$ cat config.mk
export PLATFORM = sky130hd
export DESIGN_NAME = mem_access_unit
export DESIGN_NICKNAME = d
export VERILOG_FILES = /design/src/rtl/mem_access_pkg.sv /design/src/rtl/mem_lane_align.sv /design/src/rtl/mem_access_unit.sv
export SDC_FILE = /design/constraint.sdc
export NUM_CORES = 1
export LEC_CHECK = 0
export ABC_AREA = 1
export BUFFER_PORTS_ARGS = -buffer_cell sky130_fd_sc_hd__buf_4
export CAP_MARGIN = 20
export CELL_PAD_IN_SITES_DETAIL_PLACEMENT = 0
export CELL_PAD_IN_SITES_GLOBAL_PLACEMENT = 1
export CORE_MARGIN = 2
export CORE_UTILIZATION = 36
export CTS_BUF_LIST = sky130_fd_sc_hd__clkbuf_4 sky130_fd_sc_hd__clkbuf_8
export CTS_CLUSTER_DIAMETER = 60
export DETAILED_ROUTE_END_ITERATION = 8
export PLACE_DENSITY_LB_ADDON = 0.1
export SYNTH_ARGS = -nofsm -noshare
export SYNTH_HDL_FRONTEND = slang
export SYNTH_SLANG_ARGS = --single-unit
$ cat constraint.sdc
create_clock -name clk -period 2.3 [get_ports clk]
set_clock_uncertainty 0.05 [all_clocks]
set_input_delay 0.345 -clock clk [delete_from_list [all_inputs] [get_ports clk]]
set_output_delay 0.345 -clock clk [all_outputs]
set_load 0.01 [all_outputs]
$ cat src/rtl/mem_access_pkg.sv
// rtl/mem_access_pkg.sv - shared types and encodings for the memory access unit
// Purpose: FSM state enum, store-size and load-type encodings.
// Ports: none (package).
package mem_access_pkg;

   typedef enum logic [2:0] {
      S_IDLE,
      S_RD,
      S_CAP,
      S_MERGE,
      S_WR,
      S_DONE
   } state_e;

   localparam logic [1:0] ST_WORD = 2'b00;
   localparam logic [1:0] ST_HALF = 2'b01;
   localparam logic [1:0] ST_BYTE = 2'b10;

   localparam logic [2:0] LD_W  = 3'b000;
   localparam logic [2:0] LD_H  = 3'b001;
   localparam logic [2:0] LD_HU = 3'b010;
   localparam logic [2:0] LD_B  = 3'b011;
   localparam logic [2:0] LD_BU = 3'b100;

endpackage

$ cat src/rtl/mem_lane_align.sv
// rtl/mem_lane_align.sv - little-endian load extraction and store lane merge
// Purpose: combinational lane logic shared by the load-capture and store-merge states.
// Ports: word_i (RAM word), off_i (byte offset), st_size_i (store size),
//        ld_type_i (load type), wdata_i (store data),
//        ld_data_o (extended load value), st_data_o (merged store word).
module mem_lane_align
   import mem_access_pkg::*;
(
   input  logic [31:0] word_i,
   input  logic [1:0]  off_i,
   input  logic [1:0]  st_size_i,
   input  logic [2:0]  ld_type_i,
   input  logic [31:0] wdata_i,
   output logic [31:0] ld_data_o,
   output logic [31:0] st_data_o
);

   logic [7:0]  byte_sel;
   logic [15:0] half_sel;

   always_comb begin
      byte_sel = word_i[7:0];
      case (off_i)
         2'd1:    byte_sel = word_i[15:8];
         2'd2:    byte_sel = word_i[23:16];
         2'd3:    byte_sel = word_i[31:24];
         default: byte_sel = word_i[7:0];
      endcase
      half_sel = off_i[1] ? word_i[31:16] : word_i[15:0];

      case (ld_type_i)
         LD_H:    ld_data_o = {{16{half_sel[15]}}, half_sel};
         LD_HU:   ld_data_o = {16'h0000, half_sel};
         LD_B:    ld_data_o = {{24{byte_sel[7]}}, byte_sel};
         LD_BU:   ld_data_o = {24'h000000, byte_sel};
         default: ld_data_o = word_i;
      endcase

      // Start from the old word so only the addressed lane changes.
      st_data_o = word_i;
      case (st_size_i)
         ST_HALF: begin
            if (off_i[1]) st_data_o[31:16] = wdata_i[15:0];
            else          st_data_o[15:0]  = wdata_i[15:0];
         end
         ST_BYTE: begin
            case (off_i)
               2'd1:    st_data_o[15:8]  = wdata_i[7:0];
               2'd2:    st_data_o[23:16] = wdata_i[7:0];
               2'd3:    st_data_o[31:24] = wdata_i[7:0];
               default: st_data_o[7:0]   = wdata_i[7:0];
            endcase
         end
         default: st_data_o = wdata_i;
      endcase
   end

endmodule

$ cat src/rtl/mem_access_unit.sv
// rtl/mem_access_unit.sv - sequential memory access engine for a single-port word RAM
// Purpose: turns controller load/store requests into RAM cycles, with read-modify-write
//          for sub-word stores and extraction/extension for sub-word loads.
// Ports: clk, rst (sync active-high); req/we/addr/wdata/storewhb/loadwhb request side;
//        busy/done/err/rdata status and load result; ram_addr/ram_we/ram_wdata/ram_rdata RAM side.
module mem_access_unit
   import mem_access_pkg::*;
#(
   parameter int ADDR_W = 10
) (
   input  logic              clk,
   input  logic              rst,
   input  logic              req,
   input  logic              we,
   input  logic [31:0]       addr,
   input  logic [31:0]       wdata,
   input  logic [1:0]        storewhb,
   input  logic [2:0]        loadwhb,
   output logic              busy,
   output logic              done,
   output logic              err,
   output logic [31:0]       rdata,
   output logic [ADDR_W-1:0] ram_addr,
   output logic              ram_we,
   output logic [31:0]       ram_wdata,
   input  logic [31:0]       ram_rdata
);

   state_e              state_q, state_d;
   logic                we_q;
   logic [ADDR_W+1:0]   addr_q;
   logic [31:0]         wdata_q;
   logic [1:0]          st_q;
   logic [2:0]          ld_q;
   logic                err_q;
   logic [31:0]         rdata_q;

   logic [1:0]          st_norm;
   logic [2:0]          ld_norm;
   logic                is_word, is_half, misal;
   logic [31:0]         ld_data, st_data;
   logic                unused_addr_hi;

   assign unused_addr_hi = ^addr[31:ADDR_W+2];

   // Undefined size encodings collapse to word accesses before capture.
   always_comb begin
      st_norm = (storewhb == 2'b11) ? ST_WORD : storewhb;
      ld_norm = (loadwhb > LD_BU) ? LD_W : loadwhb;
      is_word = we ? (st_norm == ST_WORD) : (ld_norm == LD_W);
      is_half = we ? (st_norm == ST_HALF) : ((ld_norm == LD_H) || (ld_norm == LD_HU));
      misal   = (is_word && (addr[1:0] != 2'b00)) || (is_half && addr[0]);
   end

   always_comb begin
      state_d   = state_q;
      busy      = (state_q != S_IDLE);
      done      = (state_q == S_DONE);
      err       = (state_q == S_DONE) && err_q;
      ram_we    = 1'b0;
      ram_addr  = '0;
      ram_wdata = 32'h0;
      case (state_q)
         S_IDLE: begin
            if (req) begin
               if (misal)                          state_d = S_DONE;
               else if (we && (st_norm == ST_WORD)) state_d = S_WR;
               else                                state_d = S_RD;
            end
         end
         S_RD: begin
            ram_addr = addr_q[ADDR_W+1:2];
            state_d  = we_q ? S_MERGE : S_CAP;
         end
         S_CAP: begin
            ram_addr = addr_q[ADDR_W+1:2];
            state_d  = S_DONE;
         end
         S_MERGE: begin
            ram_addr  = addr_q[ADDR_W+1:2];
            ram_we    = 1'b1;
            ram_wdata = st_data;
            state_d   = S_DONE;
         end
         S_WR: begin
            ram_addr  = addr_q[ADDR_W+1:2];
            ram_we    = 1'b1;
            ram_wdata = wdata_q;
            state_d   = S_DONE;
         end
         S_DONE:  state_d = S_IDLE;
         default: state_d = S_IDLE;
      endcase
   end

   always_ff @(posedge clk) begin
      if (rst) begin
         state_q <= S_IDLE;
         we_q    <= 1'b0;
         addr_q  <= '0;
         wdata_q <= 32'h0;
         st_q    <= ST_WORD;
         ld_q    <= LD_W;
         err_q   <= 1'b0;
         rdata_q <= 32'h0;
      end else begin
         state_q <= state_d;
         if ((state_q == S_IDLE) && req) begin
            we_q    <= we;
            addr_q  <= addr[ADDR_W+1:0];
            wdata_q <= wdata;
            st_q    <= st_norm;
            ld_q    <= ld_norm;
            err_q   <= misal;
         end
         if (state_q == S_CAP) rdata_q <= ld_data;
      end
   end

   assign rdata = rdata_q;

   // RAM data in CAP/MERGE is the word addressed during RD.
   mem_lane_align u_align (
      .word_i    (ram_rdata),
      .off_i     (addr_q[1:0]),
      .st_size_i (st_q),
      .ld_type_i (ld_q),
      .wdata_i   (wdata_q),
      .ld_data_o (ld_data),
      .st_data_o (st_data)
   );

endmodule

==> results.sh <==
export IMPL_net_count_synth=888
export IMPL_synth_adder_area_share_pct=1.17
export IMPL_worstHoldPathType="input pin to flop"
export IMPL_timing_critical_path_required_ns=1.90
export IMPL_count_of_flip_flops_with_a_built_in_enable_after_synthesis=0
export IMPL_worst_flop_to_flop_path_startpoint="ld_q[0]"
export IMPL_timing_worst_slew_pin_value_ns=0.593
export IMPL_crit_path_cell_trace="inv_2, ha_4, inv_2, nor2_4, buf_8, nor3_4, o21ai_2, nand2_4, o22ai_4, buf_6"
export IMPL_most_common_layout_cells="177 x sky130_fd_sc_hd__buf_4, 126 x sky130_fd_sc_hd__nand2_1, 105 x sky130_fd_sc_hd__inv_1"
export IMPL_overall_fraction_of_global_route_tracks_in_use_pct=23.5
export IMPL_post_synth_main_area_contributors="sky130_fd_sc_hd__dfxtp_1 32%, sky130_fd_sc_hd__nand2_1 9.1%, sky130_fd_sc_hd__inv_1 7.7%"
export IMPL_timing_final_crit_share_pct=97.9
export IMPL_share_of_post_route_cells_with_drive_strength_above_1_pct=35.1
export IMPL_p_int_mw=4.23
export IMPL_complex_gate_fraction_of_the_synthesized_area_pct=28.8
export IMPL_layout_area_overhead_vs_synth_pct=39.1
export IMPL_sw_frac_of_total_pct=46.1
export IMPL_worst_setup_path_end_kind="primary output"
export IMPL_yosys_synthesis_warning_count=0
export IMPL_die_h_um=126
export IMPL_crit_path_start="st_q[1]"
export IMPL_synth_top_family_by_area="compound AO/OA/AOI/OAI gates"
export IMPL_die_area_sq_um=15800
export IMPL_number_of_hold_violations_in_the_final_report=0
export IMPL_cts_htree_levels=3
export IMPL_syn_avg_cell_area_sq_um=6.87
export IMPL_yosys_area_top_type_share_pct=32.2
export IMPL_synthesis_area_sq_um=5350
export IMPL_via_count_of_the_first_global_routing_pass=5544
export IMPL_start_util_pct=36.8
export IMPL_pin_count=183
export IMPL_critical_path_arrival_ns=1.86
export IMPL_gp_routability_congestion=0.889
export IMPL_dp_cells=1090
export IMPL_cts_sinks=86
export IMPL_slew_viol_final=0
export IMPL_num_rows=44
export IMPL_period_minus_slack_ns=2.25
export IMPL_fin_area_sq_um=7440
export IMPL_cts_clk_slew_worst_paths_ns=0.09
export IMPL_synthFlopType="sky130_fd_sc_hd__dfxtp_1"
export IMPL_antenna_cells_inserted=0
export IMPL_cts_max_path_buffers=2
export IMPL_slew_headroom_pct=60.3
export IMPL_drt_iter0_markers=454
export IMPL_fp_dieW_um=126
export IMPL_critPathMaxFanout=8
export IMPL_grt_setup_unrepaired="yes"
export IMPL_ant_nets=0
export IMPL_post_layout_nonfiller_instances=1126
export IMPL_vias=5841
export IMPL_share_clk_of_total_power_pct=14.0
export IMPL_multiplexer_fraction_of_the_synthesized_cell_area_pct=0
export IMPL_grt_overflow_total=0
export IMPL_synth_cell_types=48
export IMPL_dpl_cell_area_sq_um=6630
export IMPL_dp_hpwl_um=14100
export IMPL_final_core_density_pct=51.2
export IMPL_final_fill_count=1484
export IMPL_clock_insertion_delay_worst_skew_ns=0.37
export IMPL_port_buffer_count=162
export IMPL_cts_inserted_buffers=9
export IMPL_grt_start_max_net_pins=63
export IMPL_grt_first_pass_wirelength_um=29600
export IMPL_avgRoutedWirePerCell_um=16.8
export IMPL_first_pass_iters=5
export IMPL_power_leakage_nw=3.45
export IMPL_setup_viol_count_final=0
export IMPL_cts_tree="built"
export IMPL_power_mw=7.85
export IMPL_asyncSetResetFlopFracSynth_pct=0
export IMPL_cell_at_the_root_of_the_clock_tree="sky130_fd_sc_hd__clkbuf_8"
export IMPL_synth_simple_gate_area_share_pct=23.5
export IMPL_vdd_drop_max_v=0.000445
export IMPL_layout_commonest_cell="sky130_fd_sc_hd__buf_4"
export IMPL_num_nets_final=1048
export IMPL_via_per_inst=5.19
export IMPL_synth_xor_area_share_pct=0
export IMPL_p_comb_share_pct=58.7
export IMPL_share_seq_of_total_power_pct=27.3
export IMPL_synth_top_area_cell="sky130_fd_sc_hd__dfxtp_1"
export IMPL_slowest_delay_ns=0.33
export IMPL_cap_viol_max_count=0
export IMPL_cpLargestDelayFamily="buffers and inverters"
export IMPL_ys_ff_latch=86
export IMPL_power_per_cell_area_nw_per_um2=1060
export IMPL_post_route_drc_violation_count=0
export IMPL_netlist_instances=778
export IMPL_max_freq_mhz=444
export IMPL_critical_path_startpoint_type="flop"
export IMPL_routed_wl_um=18900
export IMPL_timing_critical_path_mode_cell="sky130_fd_sc_hd__inv_2"
export IMPL_status="complete, no violations"
export IMPL_worst_path_buf_inv=4
export IMPL_antenna_found_initial=0
export IMPL_core_region_area_sq_um=14500
export IMPL_switching_pwr_mw=3.62
export IMPL_worstSetupPathType="flop to primary output"
export IMPL_holdCritStartpoint="wdata[16]"
export IMPL_worst_path_max_delay_cell="sky130_fd_sc_hd__dfxtp_2"
export IMPL_synth_sequential_area_ratio_pct=32.2
per-stage QoR:
step           setup TNS (ns)  hold WS, ns  worst slack [ns]
6_report                    0        0.178            0.0493
5_1_grt                -0.189        0.177           -0.0417
4_1_cts                     0        0.166           0.00876
3_5_place_dp                0        0.391             0.168
3_3_place_gp                0        0.383             0.210
2_1_floorplan               0        0.368             0.460
routing by layer:
layer / share of wire, % / track usage, %
met1: 47 / 33.5
met2: 44 / 35.1
met3: 7.5 / 4.67
met4: 2.4 / 8.60
met5: 0 / 0
synthesized netlist by cell type (all sizes together), types with 8 or more instances:
cell type and count:
o22ai 23, a21oi 85, clkbuf 14, o21a 9
buf 31, dfxtp 86, o21ai 128, nand2 140
inv 119, a22oi 8, nand3 62, nor2 44
power by group through the flow:
stage	clock, mW	sequential [mW]	combinational [mW]
finish	1.10	2.15	4.61
CTS	1.13	2.14	4.29
global placement	0	2.14	3.81
floorplan	0	2.16	2.77
global route	1.18	2.20	5.05
detailed placement	0	2.16	3.86
final cells by class:
type | count | area [sq um] | area share, %
Sequential cell | 86 | 1730 | 23.3
Tap cell | 184 | 230 | 3.10
Clock inverter | 4 | 48.8 | 0.656
Clock buffer | 11 | 139 | 1.87
Multi-Input combinational cell | 526 | 3190 | 42.9
Timing Repair Buffer | 194 | 1620 | 21.8
Inverter | 121 | 475 | 6.39
worst reg2reg max path, cell delays in order (launching register included):
cell and delay (ns):
sky130_fd_sc_hd__dfxtp_1 0.43, sky130_fd_sc_hd__nor2_2 0.09, sky130_fd_sc_hd__o21ai_4 0.30, sky130_fd_sc_hd__nand2_2 0.30
sky130_fd_sc_hd__inv_1 0.33, sky130_fd_sc_hd__nand2_1 0.09, sky130_fd_sc_hd__nand3_1 0.15, sky130_fd_sc_hd__nand2_1 0.06
sky130_fd_sc_hd__inv_1 0.05
cell families (layout without fill, tap and decap cells):
group,count (synthesis),count (layout)
compound gates,267,267
simple gates,254,254
buf+inv,166,330
flops,86,86
fa+ha+maj,5,5
path summary, 6_finish.rpt:
path | to | slack (ns) | cells past startpoint
min reg2reg | wdata_q[29] | 0.40 | 2
min | wdata_q[16] | 0.18 | 3
max reg2reg | rdata[0] | 0.42 | 8
max | ram_wdata[7] | 0.05 | 10
sequential cells by signal (all words and copies together) (netlist names):
signal and count:
st_q 2, we_q 1, wdata_q 32, ld_q 3
state_q 3, err_q 1, addr_q 12, rdata 32
repair_timing:
item,CTS,global route
gates resized for setup,52,47
hold buffers,0,0
endpoints found under the hold margin,0,0
buffers inserted,9,11
cloned,1,0
pin swaps,6,12
setup endpoints to repair,32,42
(Power assumes the default switching activity.)
